[src/rtl/data_parity_merger_if.sv]
// rtl/data_parity_merger_if.sv - stream bundle between the parity merger and its neighbours
interface data_parity_merger_if #(
   parameter int DATA_WIDTH = 8
);
   logic                  axis_s_tvalid_odd;
   logic [DATA_WIDTH-1:0] axis_s_tdata_odd;
   logic                  axis_s_tlast_odd;
   logic                  axis_s_tready_odd;
   logic                  axis_s_tvalid_even;
   logic [DATA_WIDTH-1:0] axis_s_tdata_even;
   logic                  axis_s_tlast_even;
   logic                  axis_s_tready_even;
   logic                  axis_m_tvalid;
   logic [DATA_WIDTH-1:0] axis_m_tdata;
   logic                  axis_m_tlast;
   logic                  axis_m_tuser;
   logic                  axis_m_tready;

   // merger side: consumes both parity streams, produces the merged stream
   modport slave (
      input  axis_s_tvalid_odd, axis_s_tdata_odd, axis_s_tlast_odd,
      output axis_s_tready_odd,
      input  axis_s_tvalid_even, axis_s_tdata_even, axis_s_tlast_even,
      output axis_s_tready_even,
      output axis_m_tvalid, axis_m_tdata, axis_m_tlast, axis_m_tuser,
      input  axis_m_tready
   );

   // environment side: sources both parity streams, sinks the merged stream
   modport master (
      output axis_s_tvalid_odd, axis_s_tdata_odd, axis_s_tlast_odd,
      input  axis_s_tready_odd,
      output axis_s_tvalid_even, axis_s_tdata_even, axis_s_tlast_even,
      input  axis_s_tready_even,
      input  axis_m_tvalid, axis_m_tdata, axis_m_tlast, axis_m_tuser,
      output axis_m_tready
   );
endinterface

[src/rtl/data_parity_merger.sv]
// rtl/data_parity_merger.sv - packet round-robin merge of odd/even parity streams with parity check
module data_parity_merger #(
   parameter int DATA_WIDTH = 8,
   parameter int CNT_WIDTH  = 8
) (
   input  logic                 a_clk,
   input  logic                 axis_aresetn,
   data_parity_merger_if.slave  axis,
   output logic [CNT_WIDTH-1:0] parity_err_cnt
);
   typedef enum logic [1:0] {IDLE, ODD_PKT, EVEN_PKT} state_t;

   state_t                state_q;
   state_t                state_d;
   logic                  last_grant_odd_q;
   logic                  m_tvalid_q;
   logic [DATA_WIDTH-1:0] m_tdata_q;
   logic                  m_tlast_q;
   logic                  m_tuser_q;
   logic                  out_free;
   logic                  ready_odd;
   logic                  ready_even;
   logic                  accept_odd;
   logic                  accept_even;
   logic                  accept;
   logic [DATA_WIDTH-1:0] sel_tdata;
   logic                  sel_tlast;
   logic                  parity_bad;

   // the output register can take a beat when empty or draining this cycle
   assign out_free = !m_tvalid_q || axis.axis_m_tready;

   // arbitration and per-packet routing; IDLE grants nothing so every packet pays one bubble
   always_comb begin
      state_d    = state_q;
      ready_odd  = 1'b0;
      ready_even = 1'b0;
      case (state_q)
         IDLE: begin
            if (axis.axis_s_tvalid_even && (!axis.axis_s_tvalid_odd || last_grant_odd_q))
               state_d = EVEN_PKT;
            else if (axis.axis_s_tvalid_odd)
               state_d = ODD_PKT;
         end
         ODD_PKT: begin
            ready_odd = out_free;
            if (axis.axis_s_tvalid_odd && out_free && axis.axis_s_tlast_odd)
               state_d = IDLE;
         end
         EVEN_PKT: begin
            ready_even = out_free;
            if (axis.axis_s_tvalid_even && out_free && axis.axis_s_tlast_even)
               state_d = IDLE;
         end
         default: state_d = IDLE;
      endcase
   end

   // inputs stay not-ready for the whole reset, whatever state the register holds
   assign axis.axis_s_tready_odd  = ready_odd  && axis_aresetn;
   assign axis.axis_s_tready_even = ready_even && axis_aresetn;

   assign accept_odd  = axis.axis_s_tvalid_odd  && axis.axis_s_tready_odd;
   assign accept_even = axis.axis_s_tvalid_even && axis.axis_s_tready_even;
   assign accept      = accept_odd || accept_even;
   assign sel_tdata   = accept_odd ? axis.axis_s_tdata_odd : axis.axis_s_tdata_even;
   assign sel_tlast   = accept_odd ? axis.axis_s_tlast_odd : axis.axis_s_tlast_even;
   // odd port promises XOR = 1, even port XOR = 0
   assign parity_bad  = accept && ((^sel_tdata) != accept_odd);

   // state, grant memory, single output stage and saturating error counter
   always_ff @(posedge a_clk) begin
      if (!axis_aresetn) begin
         state_q          <= IDLE;
         last_grant_odd_q <= 1'b1;
         m_tvalid_q       <= 1'b0;
         m_tdata_q        <= '0;
         m_tlast_q        <= 1'b0;
         m_tuser_q        <= 1'b0;
         parity_err_cnt   <= '0;
      end else begin
         state_q <= state_d;
         if (state_q == IDLE && state_d != IDLE)
            last_grant_odd_q <= (state_d == ODD_PKT);
         if (accept) begin
            m_tvalid_q <= 1'b1;
            m_tdata_q  <= sel_tdata;
            m_tlast_q  <= sel_tlast;
            m_tuser_q  <= accept_odd;
         end else if (axis.axis_m_tready) begin
            m_tvalid_q <= 1'b0;
         end
         if (parity_bad && parity_err_cnt != {CNT_WIDTH{1'b1}})
            parity_err_cnt <= parity_err_cnt + CNT_WIDTH'(1);
      end
   end

   assign axis.axis_m_tvalid = m_tvalid_q;
   assign axis.axis_m_tdata  = m_tdata_q;
   assign axis.axis_m_tlast  = m_tlast_q;
   assign axis.axis_m_tuser  = m_tuser_q;
endmodule

[src/flat_wrapper.sv]
// flat-port wrapper written by rule: the top's interface ports become plain ports
module data_parity_merger_flat 
#(
   parameter int DATA_WIDTH = 8,
   parameter int CNT_WIDTH  = 8
)
  (a_clk, axis_aresetn, parity_err_cnt, axis_axis_s_tvalid_odd, axis_axis_s_tdata_odd, axis_axis_s_tlast_odd, axis_axis_s_tready_odd, axis_axis_s_tvalid_even, axis_axis_s_tdata_even, axis_axis_s_tlast_even, axis_axis_s_tready_even, axis_axis_m_tvalid, axis_axis_m_tdata, axis_axis_m_tlast, axis_axis_m_tuser, axis_axis_m_tready);
  data_parity_merger_if #(.DATA_WIDTH(DATA_WIDTH)) axis_i ();
  input  logic a_clk;
  input  logic axis_aresetn;
  output logic [CNT_WIDTH-1:0] parity_err_cnt;
  input wire logic [$bits(axis_i.axis_s_tvalid_odd)-1:0] axis_axis_s_tvalid_odd;
  input wire logic [$bits(axis_i.axis_s_tdata_odd)-1:0] axis_axis_s_tdata_odd;
  input wire logic [$bits(axis_i.axis_s_tlast_odd)-1:0] axis_axis_s_tlast_odd;
  output wire logic [$bits(axis_i.axis_s_tready_odd)-1:0] axis_axis_s_tready_odd;
  input wire logic [$bits(axis_i.axis_s_tvalid_even)-1:0] axis_axis_s_tvalid_even;
  input wire logic [$bits(axis_i.axis_s_tdata_even)-1:0] axis_axis_s_tdata_even;
  input wire logic [$bits(axis_i.axis_s_tlast_even)-1:0] axis_axis_s_tlast_even;
  output wire logic [$bits(axis_i.axis_s_tready_even)-1:0] axis_axis_s_tready_even;
  output wire logic [$bits(axis_i.axis_m_tvalid)-1:0] axis_axis_m_tvalid;
  output wire logic [$bits(axis_i.axis_m_tdata)-1:0] axis_axis_m_tdata;
  output wire logic [$bits(axis_i.axis_m_tlast)-1:0] axis_axis_m_tlast;
  output wire logic [$bits(axis_i.axis_m_tuser)-1:0] axis_axis_m_tuser;
  input wire logic [$bits(axis_i.axis_m_tready)-1:0] axis_axis_m_tready;
  assign axis_i.axis_s_tvalid_odd = axis_axis_s_tvalid_odd;
  assign axis_i.axis_s_tdata_odd = axis_axis_s_tdata_odd;
  assign axis_i.axis_s_tlast_odd = axis_axis_s_tlast_odd;
  assign axis_axis_s_tready_odd = axis_i.axis_s_tready_odd;
  assign axis_i.axis_s_tvalid_even = axis_axis_s_tvalid_even;
  assign axis_i.axis_s_tdata_even = axis_axis_s_tdata_even;
  assign axis_i.axis_s_tlast_even = axis_axis_s_tlast_even;
  assign axis_axis_s_tready_even = axis_i.axis_s_tready_even;
  assign axis_axis_m_tvalid = axis_i.axis_m_tvalid;
  assign axis_axis_m_tdata = axis_i.axis_m_tdata;
  assign axis_axis_m_tlast = axis_i.axis_m_tlast;
  assign axis_axis_m_tuser = axis_i.axis_m_tuser;
  assign axis_i.axis_m_tready = axis_axis_m_tready;
  data_parity_merger #(.DATA_WIDTH(DATA_WIDTH), .CNT_WIDTH(CNT_WIDTH)) u_core (.a_clk(a_clk), .axis_aresetn(axis_aresetn), .axis(axis_i), .parity_err_cnt(parity_err_cnt));
endmodule
[config.mk]
export PLATFORM = sky130hd
export DESIGN_NAME = data_parity_merger_flat
export DESIGN_NICKNAME = d
export VERILOG_FILES = /design/src/rtl/data_parity_merger_if.sv /design/src/rtl/data_parity_merger.sv /design/src/flat_wrapper.sv
export SDC_FILE = /design/constraint.sdc
export NUM_CORES = 1
export LEC_CHECK = 0
export CAP_MARGIN = 15
export CORE_MARGIN = 5
export CORE_UTILIZATION = 47
export DETAILED_ROUTE_END_ITERATION = 12
export PLACE_DENSITY = 0.86
export SETUP_SLACK_MARGIN = 0.3
export SLEW_MARGIN = 20
export SYNTH_ARGS = -nofsm -noshare
export SYNTH_HDL_FRONTEND = slang
export SYNTH_SLANG_ARGS = --single-unit
[constraint.sdc]
create_clock -name a_clk -period 4.4 [get_ports a_clk]
set_clock_uncertainty 0.15 [all_clocks]
set_input_delay 0.88 -clock a_clk [delete_from_list [all_inputs] [get_ports a_clk]]
set_output_delay 0.88 -clock a_clk [all_outputs]
set_load 0.005 [all_outputs]
After elaboration in Yosys (flattened, before gate mapping)
Index checks and enable logic that the tools add are counted.
{"block": "op_classes", "n_reduce_logical": 21, "n_addsub": 1, "n_mux": 11, "n_eq_ne": 5}
{"op": "1-bit logical AND", "count": 12}
{"op": "8-bit by 1-bit adder with 8-bit output (second input constant)", "count": 1}
{"op": "2-bit 2-to-1 mux", "count": 4}
{"op": "8-bit 2-to-1 mux", "count": 1}
{"op": "8-bit != test (second input constant)", "count": 1}
{"op": "8-bit parity", "count": 1}
{"op": "2-bit one-hot mux with 3 select lines", "count": 1}
{"op": "1-bit 2-to-1 mux", "count": 5}
{"op": "2-bit by 1-bit equality test with 1-bit output (second input constant)", "count": 2}
{"op": "2-bit nonzero test", "count": 2}
{"op": "1-bit logical OR", "count": 3}
{"op": "2-bit equality test (second input constant)", "count": 1}
{"op": "1-bit zero test", "count": 2}
{"op": "2-bit zero test", "count": 1}
{"op": "1-bit != test", "count": 1}
{"block": "totals", "out_inout_bits": 21, "regBits": 22, "inputBits": 23, "wordCells": 45}

Longest topological paths before layout
Gate-level depths: netlist of the first run.
{"block": "logic_depth", "depth_word": 10, "depth_mapped": 7}

Least setup slack after synthesis of the first run
Ideal clock, no wire load.
{"block": "synth_timing", "path_kind": "input -> register", "start": "in axis_axis_m_tready", "end": "reg u_core.parity_err_cnt[6]", "path_buffers": 0, "setup_slack_ps": 1877, "arrival_time_ps": 2257, "cell_stages": 6, "path_cell_list": "nand2b_1 -> and3_1 -> nand2_1 -> o21a_4 -> or4_1 -> o211a_1"}
{"block": "synth_between", "elab_chain_cells": 9, "elab_cells_between_ends": 13}
{"element": "start, declared", "line_no": "flat_wrapper.sv:24", "rtl": "input wire logic [$bits(axis_i.axis_m_tready)-1:0] axis_axis_m_tready;"}
{"element": "1-bit logical OR *", "line_no": "data_parity_merger.sv:31", "rtl": "assign out_free = !m_tvalid_q || axis.axis_m_tready;"}
{"element": "1-bit 2-to-1 mux *", "line_no": "data_parity_merger.sv:38", "rtl": "case (state_q)"}
{"element": "1-bit logical AND *", "line_no": "data_parity_merger.sv:60", "rtl": "assign axis.axis_s_tready_odd = ready_odd && axis_aresetn;"}
{"element": "via axis_axis_s_tready_odd", "line_no": "flat_wrapper.sv:15", "rtl": "output wire logic [$bits(axis_i.axis_s_tready_odd)-1:0] axis_axis_s_tready_odd;"}
{"element": "1-bit logical AND *", "line_no": "data_parity_merger.sv:63", "rtl": "assign accept_odd = axis.axis_s_tvalid_odd && axis.axis_s_tready_odd;"}
{"element": "8-bit 2-to-1 mux", "line_no": "data_parity_merger.sv:66", "rtl": "assign sel_tdata = accept_odd ? axis.axis_s_tdata_odd : axis.axis_s_tdata_even;"}
{"element": "8-bit parity", "line_no": "data_parity_merger.sv:69", "rtl": "assign parity_bad = accept && ((^sel_tdata) != accept_odd);"}
{"element": "1-bit != test", "line_no": "data_parity_merger.sv:69"}
{"element": "1-bit logical AND *", "line_no": "data_parity_merger.sv:69"}
{"element": "1-bit logical AND *", "line_no": "data_parity_merger.sv:93", "rtl": "if (parity_bad && parity_err_cnt != {CNT_WIDTH{1'b1}})"}
{"element": "end signal, assigned", "line_no": "data_parity_merger.sv:94", "rtl": "parity_err_cnt <= parity_err_cnt + CNT_WIDTH'(1);"}
{"element": "end, declared", "line_no": "data_parity_merger.sv:9", "rtl": "output logic [CNT_WIDTH-1:0] parity_err_cnt"}
The timed path passes the listed nets; every way through them passes the cells marked *.
A chain may end at the register's enable or synchronous reset.

Worst setup path after layout of the first run
{"block": "layout_timing", "start": "in axis_aresetn", "end": "out axis_axis_s_tready_even"}
{"block": "layout_between", "elab_chain_cells": 1}
{"element": "start, declared", "line_no": "flat_wrapper.sv:10", "rtl": "input logic axis_aresetn;"}
{"element": "1-bit logical AND", "line_no": "data_parity_merger.sv:61", "rtl": "assign axis.axis_s_tready_even = ready_even && axis_aresetn;"}
{"element": "end, declared", "line_no": "flat_wrapper.sv:19", "rtl": "output wire logic [$bits(axis_i.axis_s_tready_even)-1:0] axis_axis_s_tready_even;"}
No other way between the ends.

==> results of run 1 <==
[synthesized netlist by cell type]
| cell type | instances | area share [%] |
|---|---|---|
| o21a_1 | 1 | 0.62 |
| nor2_1 | 11 | 3.4 |
| nand3_1 | 5 | 2.1 |
| ha_1 | 1 | 1.0 |
| nor2b_1 | 2 | 1.0 |
| and3_1 | 6 | 3.1 |
| nand4_1 | 3 | 1.5 |
| o21ai_0 | 5 | 2.1 |
| o31ai_1 | 1 | 0.62 |
| and2_1 | 2 | 1.0 |
| xnor2_1 | 13 | 9.4 |
| o21a_4 | 1 | 1.2 |
| mux2i_1 | 11 | 9.1 |
| and3b_1 | 1 | 0.72 |
| buf_2 | 3 | 1.2 |
| dfxtp_1 | 22 | 36 |
| o211a_1 | 1 | 0.83 |
| clkbuf_1 | 2 | 0.62 |
| a21oi_1 | 7 | 2.9 |
| inv_1 | 1 | 0.31 |
| nand2_1 | 5 | 1.5 |
| a31oi_1 | 1 | 0.52 |
| nand2b_1 | 6 | 3.1 |
| a21o_1 | 2 | 1.2 |
| a41oi_1 | 1 | 0.72 |
| xor2_1 | 1 | 0.72 |
| nor4_1 | 1 | 0.52 |
| or4b_2 | 1 | 0.83 |
| nor3_1 | 5 | 2.1 |
| o31a_2 | 1 | 0.83 |
| or4_1 | 2 | 1.2 |
| a21boi_0 | 1 | 0.62 |
| or3_2 | 1 | 0.62 |
| a211oi_1 | 8 | 5.0 |
| o22ai_1 | 1 | 0.52 |
| and4_1 | 1 | 0.72 |
[per-stage QoR]
stage	cells	worst slack [ns]	instance area [um^2]
after floorplan	137	1.88	1210
after global placement	206	0.877	1660
after detailed placement	206	0.826	1660
after CTS	210	0.824	1700
after global routing	210	0.708	1700
final	210	0.810	1700
[sequential cells by signal (all words and copies together), names as in the netlist]
signal and cells:
u_core.axis.axis_m_tdata 8, u_core.parity_err_cnt 8, u_core.state_q 2, u_core.axis.axis_m_tlast 1, u_core.axis.axis_m_tuser 1, u_core.axis.axis_m_tvalid 1
u_core.last_grant_odd_q 1
[worst paths after layout]
kind	to	slack, ns	depth (start not counted)
worst min register to register	u_core.axis.axis_m_tuser$_SDFFE_PN0P_	0.35	2
worst min-delay path	u_core.axis.axis_m_tuser$_SDFFE_PN0P_	0.35	2
worst max-delay path	axis_axis_s_tready_even	0.81	4
worst max register to register	u_core.parity_err_cnt[4]$_SDFFE_PN0P_	2.19	7
[worst reg2reg max path: stages (launching register included)]
cell,delay [ns]
dfxtp_1,0.39
nor2b_1,0.17
and3_1,0.21
nand2_1,0.06
buf_4,0.21
or3_2,0.54
a21oi_1,0.22
mux2i_1,0.20
[power by group through the flow]
stage,combinational (mW),sequential (mW),clock (mW)
after floorplan,0.0578,0.220,0
after global placement,0.104,0.220,0
after detailed placement,0.107,0.221,0
after CTS,0.107,0.217,0.116
after global routing,0.116,0.218,0.128
final,0.107,0.217,0.113
[metal layers]
layer | global-route usage, % | routed length [um] | vias up | share of wire, %
li1 | - | - | 596 | -
met1 | 22.1 | 1320 | 546 | 43
met2 | 31.9 | 1470 | 49 | 48
met3 | 3.62 | 206 | 4 | 6.7
met4 | 8.36 | 55 | 0 | 1.8
met5 | 0 | 0 | - | 0
[cell usage in the layout, fill, tap and decap left out, types with 3 or more instances in the layout]
master,synthesis,final
a211oi_1,8,8
a21oi_1,7,7
and3_1,6,6
clkbuf_4,0,3
clkdlybuf4s50_1,0,43
dfxtp_1,22,22
mux2i_1,11,11
nand2_1,5,5
nand2b_1,6,6
nand3_1,5,5
nand4_1,3,3
nor2_1,11,11
nor3_1,5,5
o21ai_0,5,5
xnor2_1,13,13
[area by class of cell]
class                   instances  area share, %
clock buffers                   4           2.13
inverters                       1          0.221
multi-input cells             109           43.8
flip-flops and latches         22           25.9
well taps                      30           2.21
repair buffers                 44           25.8
[kinds of logic (layout without fill, tap and decap cells)]
family / Yosys count / after routing / synth area share (%)
flops: 22 / 22 / 36.4
mux: 11 / 11 / 9.09
simple gates: 52 / 52 / 23.6
xor+xnor: 14 / 14 / 10.1
buf+inv: 6 / 49 / 2.17
fa+ha+maj: 1 / 1 / 1.03
compound gates: 31 / 31 / 17.7
==> results.tsv, run 1 <==
stage	metric	value	unit
outcome	status	finished, final reports clean	
critical_path	arrival	2.56	ns
critical_path	crit_family	buffers and inverters	
power	power	437	uW
clock_network	clockBufferDepth	2	
critical_path	critPathKind	input port to output port	
routing	wl_per_cell	14.5	um
clock_network	numCtsBuffers	3	
floorplan	start_util	48.9	%
routing	drt_first_pass_iters	4	
critical_path	crit_fanout	12	
place	dpl.hpwl	2.38	mm
routing	drc	0	
sta	post-route-period-util	81.6	%
clock_network	hold_buffers	0	
critical_path	cp-end-kind	output port	
power	power.switching	119	uW
clock_network	cts_resized	0	
hold_path	hold_start	u_core.axis.axis_m_tuser$_SDFFE_PN0P_	
critical_path	critPathBufInv	2	
routing	num_vias	1195	
clock_network	clock-sinks	22	
critical_path	startpoint_type	input port	
clock_network	path_clk_slew	0.12	ns
floorplan	ioPinCount	44	
yosys	ys_warn_count	0	
floorplan	coreArea	2480	um^2
yosys	synth.avg_cell_area	8.84	um^2
routing	viasPerCell	5.69	
sta	max_freq	0.279	GHz
routing	ant_nets	0	
yosys	ys_seq_area_share	36.4	%
place	io_buffers	43	
cells_and_area	diodes	0	
sta	tns	0	ns
power	internal_power	318	uW
sta	hold_viol	0	
clock_network	cts-root-buf	clkbuf_4	
power	power_frac_comb	24.5	%
sta	tightestPinTransition	0.591	ns
yosys	netlist_instances	137	
grt	grtUsageTotal	18.5	%
clock_network	insertion_delay	0.31	ns
cells_and_area	layout.nets	205	
floorplan	row_count	18	
yosys	yosysUniqueCellTypes	36	
critical_path	r2r_start	u_core.state_q[1]$_SDFF_PN0_	
critical_path	worst_path_most_repeated_cell	clkdlybuf4s50_1	
hold_path	min_path_type	register to register	
critical_path	cp_slowest_cell	clkdlybuf4s50_1	
power	swShare	27.2	%
clock_network	cts_tree	built	
grt	grt_pass1_wl	5.17	mm
job	max_cap_violations	0	
sta	rsz0062_at_grt	false	
cells_and_area	multiInputGateArea	744	um^2
cells_and_area	seq_area	440	um^2
cells_and_area	fillCellCount	200	
critical_path	worst_ep_required_time	3.37	ns
grt	grt_pass1_vias	1187	
grt	globalRoute.totalOverflow	0	
power	clockPowerShare	25.8	%
grt	antenna_found_initial	0	
routing	drtIter0Drc	39	
power	p_leak	0.593	nW
cells_and_area	area_growth	40.4	%
sta	slew_viol_final	0	
cells_and_area	fin_util	68.6	%
clock_network	clock_tree.htree_level_count	1	
yosys	syn_area	1210	um^2
clock_network	cts_setup_buffers	0	
critical_path	crit_start	axis_aresetn	
floorplan	die_y	60.8	um
yosys	syn-num-nets	161	
critical_path	crit_chain	clkdlybuf4s50_1, nor2b_1, and3_1, clkdlybuf4s50_1	
place	place_congestion	0.816	
sta	whs	0.353	ns
grt	grt_max_degree	25	
power	pwr-share-seq	49.6	%
cells_and_area	drive_gt1_share	5.00	%
yosys	ys_ff_latch	22	
sta	slew_headroom	60.6	%
floorplan	die_area	3690	um^2
power	ir_drop	191	uV
power	power_density	257	nW/um^2
critical_path	max_stage_delay	0.71	ns
sta	finalSetupViolations	0	
routing	wirelength	3.05	mm
sta	min_period	3.59	ns
floorplan	die_w	60.8	um
Note: power is estimated with default switching activity, not from simulation.
==> run 2, diff against run 1 <==
CORE_UTILIZATION = 40   (was 47)
PLACE_DENSITY = 0.78   (was 0.86)
clock period = 3.3 ns   (was 4.4 ns; I/O delays follow)
==> run 2 against run 1 <==
Via count decreased by 3.2%. First-iteration DRC count grew to 2.6 times the previous value. Global-route usage fell by 3.1 points. Sequential power rose by 33%. Critical path type unchanged. Highest routed layer unchanged.
==> results.tsv, run 2 (synthesized netlist as in run 1, its figures left out) <==
stage	metric	value	unit	change
outcome	status	finished, final reports clean		unchanged
sta	hold_viol	0		unchanged
job	max_cap_violations	0		unchanged
sta	finalSetupViolations	0		unchanged
clock_network	cts_resized	0		unchanged
floorplan	coreArea	2980	um^2	was 2480 um^2
cells_and_area	layout_common_cells	clkdlybuf4s50_1 (43), dfxtp_1 (22), xnor2_1 (13)		unchanged
routing	wl_per_cell	14.0	um	was 14.5 um
clock_network	clock-sinks	22		unchanged
routing	drc	0		unchanged
sta	slew_headroom	72.2	%	was 60.6%
critical_path	cp-end-kind	output port		unchanged
sta	max_freq	0.344	GHz	
cells_and_area	layout_commonest_cell	clkdlybuf4s50_1		unchanged
power	power	554	uW	was 437 uW
grt	grt_pass1_vias	1188		was 1187
power	ir_drop	158	uV	was 191 uV
sta	post-route-period-util	88.2	%	
floorplan	start_util	40.7	%	was 48.9%
place	place_congestion	0.829		was 0.816
cells_and_area	diodes	0		unchanged
sta	rsz0062_at_grt	false		unchanged
cells_and_area	drive_gt1_share	5.52	%	was 5.00%
clock_network	insertion_delay	0.30	ns	was 0.31 ns
place	io_buffers	43		unchanged
floorplan	die_y	65.0	um	was 60.8 um
sta	slew_viol_final	0		unchanged
cells_and_area	layout.nets	207		was 205
grt	grt_pass1_wl	5.26	mm	was 5.17 mm
floorplan	die_area	4230	um^2	was 3690 um^2
sta	tns	0	ns	unchanged
routing	num_vias	1157		was 1195
place	dpl.hpwl	2.37	mm	was 2.38 mm
power	power_density	325	nW/um^2	was 257 nW/um^2
sta	tightestPinTransition	0.417	ns	was 0.591 ns
clock_network	cts_tree	built		unchanged
grt	grt_max_degree	19		was 25
critical_path	worst_ep_required_time	2.49	ns	was 3.37 ns
critical_path	reg2reg_slack	1.21	ns	was 2.19 ns
floorplan	ioPinCount	44		unchanged
clock_network	hold_buffers	0		unchanged
power	p_leak	0.596	nW	was 0.593 nW
sta	whs	0.349	ns	was 0.353 ns
routing	drt_first_pass_iters	4		unchanged
floorplan	die_w	65.0	um	was 60.8 um
grt	antenna_found_initial	0		unchanged
sta	finalWorstSetupSlack	0.389	ns	was 0.810 ns
critical_path	arrival	2.10	ns	was 2.56 ns
routing	ant_nets	0		unchanged
critical_path	crit_fanout	4		was 12
routing	viasPerCell	5.41		was 5.69
critical_path	critPathKind	input port to output port		unchanged
routing	wirelength	3.00	mm	was 3.05 mm
clock_network	clock_tree.htree_level_count	1		unchanged
sta	min_period	2.91	ns	
hold_path	min_path_type	register to register		unchanged
routing	drtIter0Drc	103		was 39
clock_network	clockBufferDepth	2		unchanged
grt	grtUsageTotal	15.4	%	was 18.5%
floorplan	row_count	20		was 18
clock_network	cts_setup_buffers	0		unchanged
critical_path	startpoint_type	input port		unchanged
clock_network	numCtsBuffers	3		unchanged
clock_network	path_clk_slew	0.11	ns	was 0.12 ns
clock_network	cts-root-buf	clkbuf_4		unchanged
cells_and_area	area_growth	40.8	%	was 40.4%
cells_and_area	fillCellCount	259		was 200
grt	globalRoute.totalOverflow	0		unchanged
place	post-place-ws	0.405	ns	was 0.826 ns
run 2: final timing paths:
| path | from | to | cells after the start |
|---|---|---|---|
| setup / recovery | axis_aresetn | axis_axis_s_tready_even | 4 |
| hold / removal | u_core.parity_err_cnt[4]$_SDFFE_PN0P_ | u_core.parity_err_cnt[4]$_SDFFE_PN0P_ | 2 |
| setup reg to reg | u_core.state_q[1]$_SDFF_PN0_ | u_core.parity_err_cnt[6]$_SDFFE_PN0P_ | 6 |
| hold reg to reg | u_core.parity_err_cnt[4]$_SDFFE_PN0P_ | u_core.parity_err_cnt[4]$_SDFFE_PN0P_ | 2 |
run 2: area by class of cell:
cell class	instances	area (um^2)	area share, %
clock buffers	3	22.5	1.32
inverters	1	3.75	0.220
multi-input cells	109	744	43.7
flip-flops and latches	22	440	25.8
well taps	33	41.3	2.42
repair buffers	46	453	26.6
run 2: critical path: stages:
cell and delay [ns]:
clkdlybuf4s50_1 0.51, nor2b_1 0.25, and3_1 0.18, clkdlybuf4s50_1 0.49
run 2: through the flow:
| stage | util (%) | instance area, um^2 | std cells |
|---|---|---|---|
| detailed placement | 56.5 | 1680 | 211 |
| floorplan | - | 1210 | 137 |
| global route | 57.3 | 1710 | 214 |
| CTS | 57.3 | 1710 | 214 |
| finish | 57.3 | 1710 | 214 |
| global placement | 56.5 | 1680 | 211 |
run 2: power by group:
part           switching (mW)  leakage (nW)  internal, mW
sequential             0.0112         0.179         0.278
combinational          0.0642         0.404        0.0802
clock                  0.0779        0.0138        0.0426
total                   0.153         0.596         0.401
run 2: layer usage:
layer,up-vias,GRT usage (%),share of wire (%)
met5,-,0,0
met3,7,3.81,6.2
met1,523,19.5,46
met4,0,5.96,1.5
li1,590,-,-
met2,37,25.2,46
==> run 3, diff against run 2 <==
CORE_UTILIZATION = 47   (was 40)
CTS_BUF_LIST = sky130_fd_sc_hd__clkbuf_16   (was default)
PLACE_DENSITY = 0.86   (was 0.78)
clock period = 3.62 ns   (was 3.3 ns; I/O delays follow)
==> run 3 against run 2 <==
Setup slack improved by 0.099 ns. Die area fell by 13%. Sequential power fell by 9.0%. Routed wire length rose by 4.4%. Clock power rose to 2.5 times the previous value. Core utilization rose by 15 points. Largest power group is now clock. Highest routed layer unchanged. First-iteration DRC count fell by 39%.
==> results.tsv, run 3 (synthesized netlist as in run 1, its figures left out) <==
stage	metric	value	unit	change
routing	ant_nets	0		unchanged
cells_and_area	area_growth	47.3	%	was 40.8%
clock_network	cts-root-buf	clkbuf_16		was clkbuf_4
grt	grt_pass1_wl	5.11	mm	was 5.26 mm
cells_and_area	layout.nets	207		unchanged
floorplan	row_count	18		was 20
sta	tightestPinTransition	0.434	ns	was 0.417 ns
place	post-place-ws	0.497	ns	was 0.405 ns
critical_path	crit_family	buffers and inverters		unchanged
floorplan	die_y	60.8	um	was 65.0 um
routing	wl_per_cell	14.8	um	was 14.0 um
hold_path	hold_start	u_core.parity_err_cnt[4]$_SDFFE_PN0P_		unchanged
sta	rsz0062_at_grt	false		unchanged
critical_path	startpoint_type	input port		unchanged
place	dpl.hpwl	2.42	mm	was 2.37 mm
hold_path	min_path_type	register to register		unchanged
sta	tns	0	ns	unchanged
grt	grtUsageTotal	18.2	%	was 15.4%
grt	antenna_found_initial	0		unchanged
routing	viasPerCell	5.60		was 5.41
place	place_congestion	0.846		was 0.829
critical_path	cp-end-kind	output port		unchanged
clock_network	numCtsBuffers	3		unchanged
critical_path	r2r_cells	5		was 6
floorplan	coreArea	2480	um^2	was 2980 um^2
clock_network	clock-sinks	22		unchanged
hold_path	min_path_cells	2		unchanged
sta	finalSetupViolations	0		unchanged
critical_path	rr_endpoint	u_core.parity_err_cnt[7]$_SDFFE_PN0P_		was u_core.parity_err_cnt[6]$_SDFFE_PN0P_
cells_and_area	finalNonFillerCells	212		was 214
clock_network	cts_resized	0		unchanged
sta	whs	0.342	ns	was 0.349 ns
hold_path	holdPathEnd	u_core.parity_err_cnt[4]$_SDFFE_PN0P_		unchanged
cells_and_area	layout_common_cells	clkdlybuf4s50_1 (43), dfxtp_1 (22), xnor2_1 (13)		unchanged
critical_path	reg2reg_slack	1.52	ns	was 1.21 ns
floorplan	die_w	60.8	um	was 65.0 um
cells_and_area	drive_gt1_share	6.04	%	was 5.52%
critical_path	max_stage_delay	0.57	ns	was 0.51 ns
critical_path	arrival	2.26	ns	was 2.10 ns
cells_and_area	layout_commonest_cell	clkdlybuf4s50_1		unchanged
sta	slew_viol_final	0		unchanged
power	power_density	394	nW/um^2	was 325 nW/um^2
outcome	status	finished, final reports clean		unchanged
critical_path	r2r_start	u_core.parity_err_cnt[2]$_SDFFE_PN0P_		was u_core.state_q[1]$_SDFF_PN0_
critical_path	cp_slowest_cell	clkdlybuf4s50_1		unchanged
routing	drc	0		unchanged
routing	wirelength	3.13	mm	was 3.00 mm
critical_path	worst_path_most_repeated_cell	clkdlybuf4s50_1		unchanged
floorplan	die_area	3690	um^2	was 4230 um^2
critical_path	worst_ep_required_time	2.75	ns	was 2.49 ns
cells_and_area	fillCellCount	184		was 259
sta	post-route-period-util	86.5	%	
clock_network	clock_tree.htree_level_count	1		unchanged
place	io_buffers	43		unchanged
place	post-place-cells	208		was 211
critical_path	crit_fanout	6		was 4
grt	grt_pass1_vias	1214		was 1188
routing	drt_first_pass_iters	4		unchanged
sta	finalWorstSetupSlack	0.488	ns	was 0.389 ns
sta	max_freq	0.319	GHz	
floorplan	ioPinCount	44		unchanged
grt	grt_max_degree	20		was 19
clock_network	hold_buffers	0		unchanged
grt	globalRoute.totalOverflow	0		unchanged
critical_path	critPathBufInv	2		unchanged
cells_and_area	diodes	0		unchanged
sta	min_period	3.13	ns	
floorplan	start_util	48.9	%	was 40.7%
clock_network	clockBufferDepth	2		unchanged
critical_path	critPathKind	input port to output port		unchanged
power	power	703	uW	was 554 uW
power	p_leak	0.633	nW	was 0.596 nW
routing	drtIter0Drc	63		was 103
clock_network	cts_tree	built		unchanged
sta	hold_viol	0		unchanged
clock_network	path_clk_slew	0.06	ns	was 0.11 ns
clock_network	cts_setup_buffers	0		unchanged
critical_path	crit_chain	clkdlybuf4s50_1, nor2b_1, and3_1, clkdlybuf4s50_1		unchanged
power	ir_drop	300	uV	was 158 uV
job	max_cap_violations	0		unchanged
routing	num_vias	1188		was 1157
sta	slew_headroom	71.0	%	was 72.2%
clock_network	insertion_delay	0.25	ns	was 0.30 ns
[run 3: layer usage]
metal	share of wire, %	vias up	track usage [%]
li1	-	592	-
met1	43	551	19.7
met2	50	41	33.4
met3	5.7	4	4.89
met4	0.86	0	6.81
met5	0	-	0
[run 3: per-stage QoR]
step	area [um^2]	util, %
floorplan	1210	-
detailed placement	1680	67.8
global placement	1680	67.8
CTS	1780	72.0
global route	1780	72.0
finish	1780	72.0
[run 3: final cells by class]
type                       instances  area (um^2)  area share (%)
clock buffer                       3         75.1            4.21
clock inverter                     1         30.0            1.68
inverter                           1         3.75           0.210
multi-input combinational        109          744            41.7
sequential                        22          440            24.7
tap                               30         37.5            2.10
timing repair buffer              46          453            25.4
[run 3: how the worst max path moves through the flow]
stage / slack, ns / to / startpoint / cells past startpoint
floorplan: 1.25 / u_core.parity_err_cnt[6]$_SDFFE_PN0P_ / axis_axis_m_tready / 6
global placement: 0.56 / axis_axis_s_tready_even / axis_aresetn / 4
detailed placement: 0.50 / axis_axis_s_tready_even / axis_aresetn / 4
CTS: 0.49 / axis_axis_s_tready_even / axis_aresetn / 4
global route: 0.41 / axis_axis_s_tready_even / axis_aresetn / 4
finish: 0.49 / axis_axis_s_tready_even / axis_aresetn / 4
[run 3: worst min-delay path, cell delays in order, from the launching register on]
cell and delay, ns:
dfxtp_1 0.33, nand2_1 0.06, mux2i_1 0.05
[run 3: power breakdown]
part	internal [mW]	leakage (nW)	switching [mW]	total [mW]
sequential	0.253	0.179	0.00984	0.263
clock	0.219	0.0511	0.0865	0.306
combinational	0.0731	0.404	0.0606	0.134
total	0.546	0.633	0.157	0.703
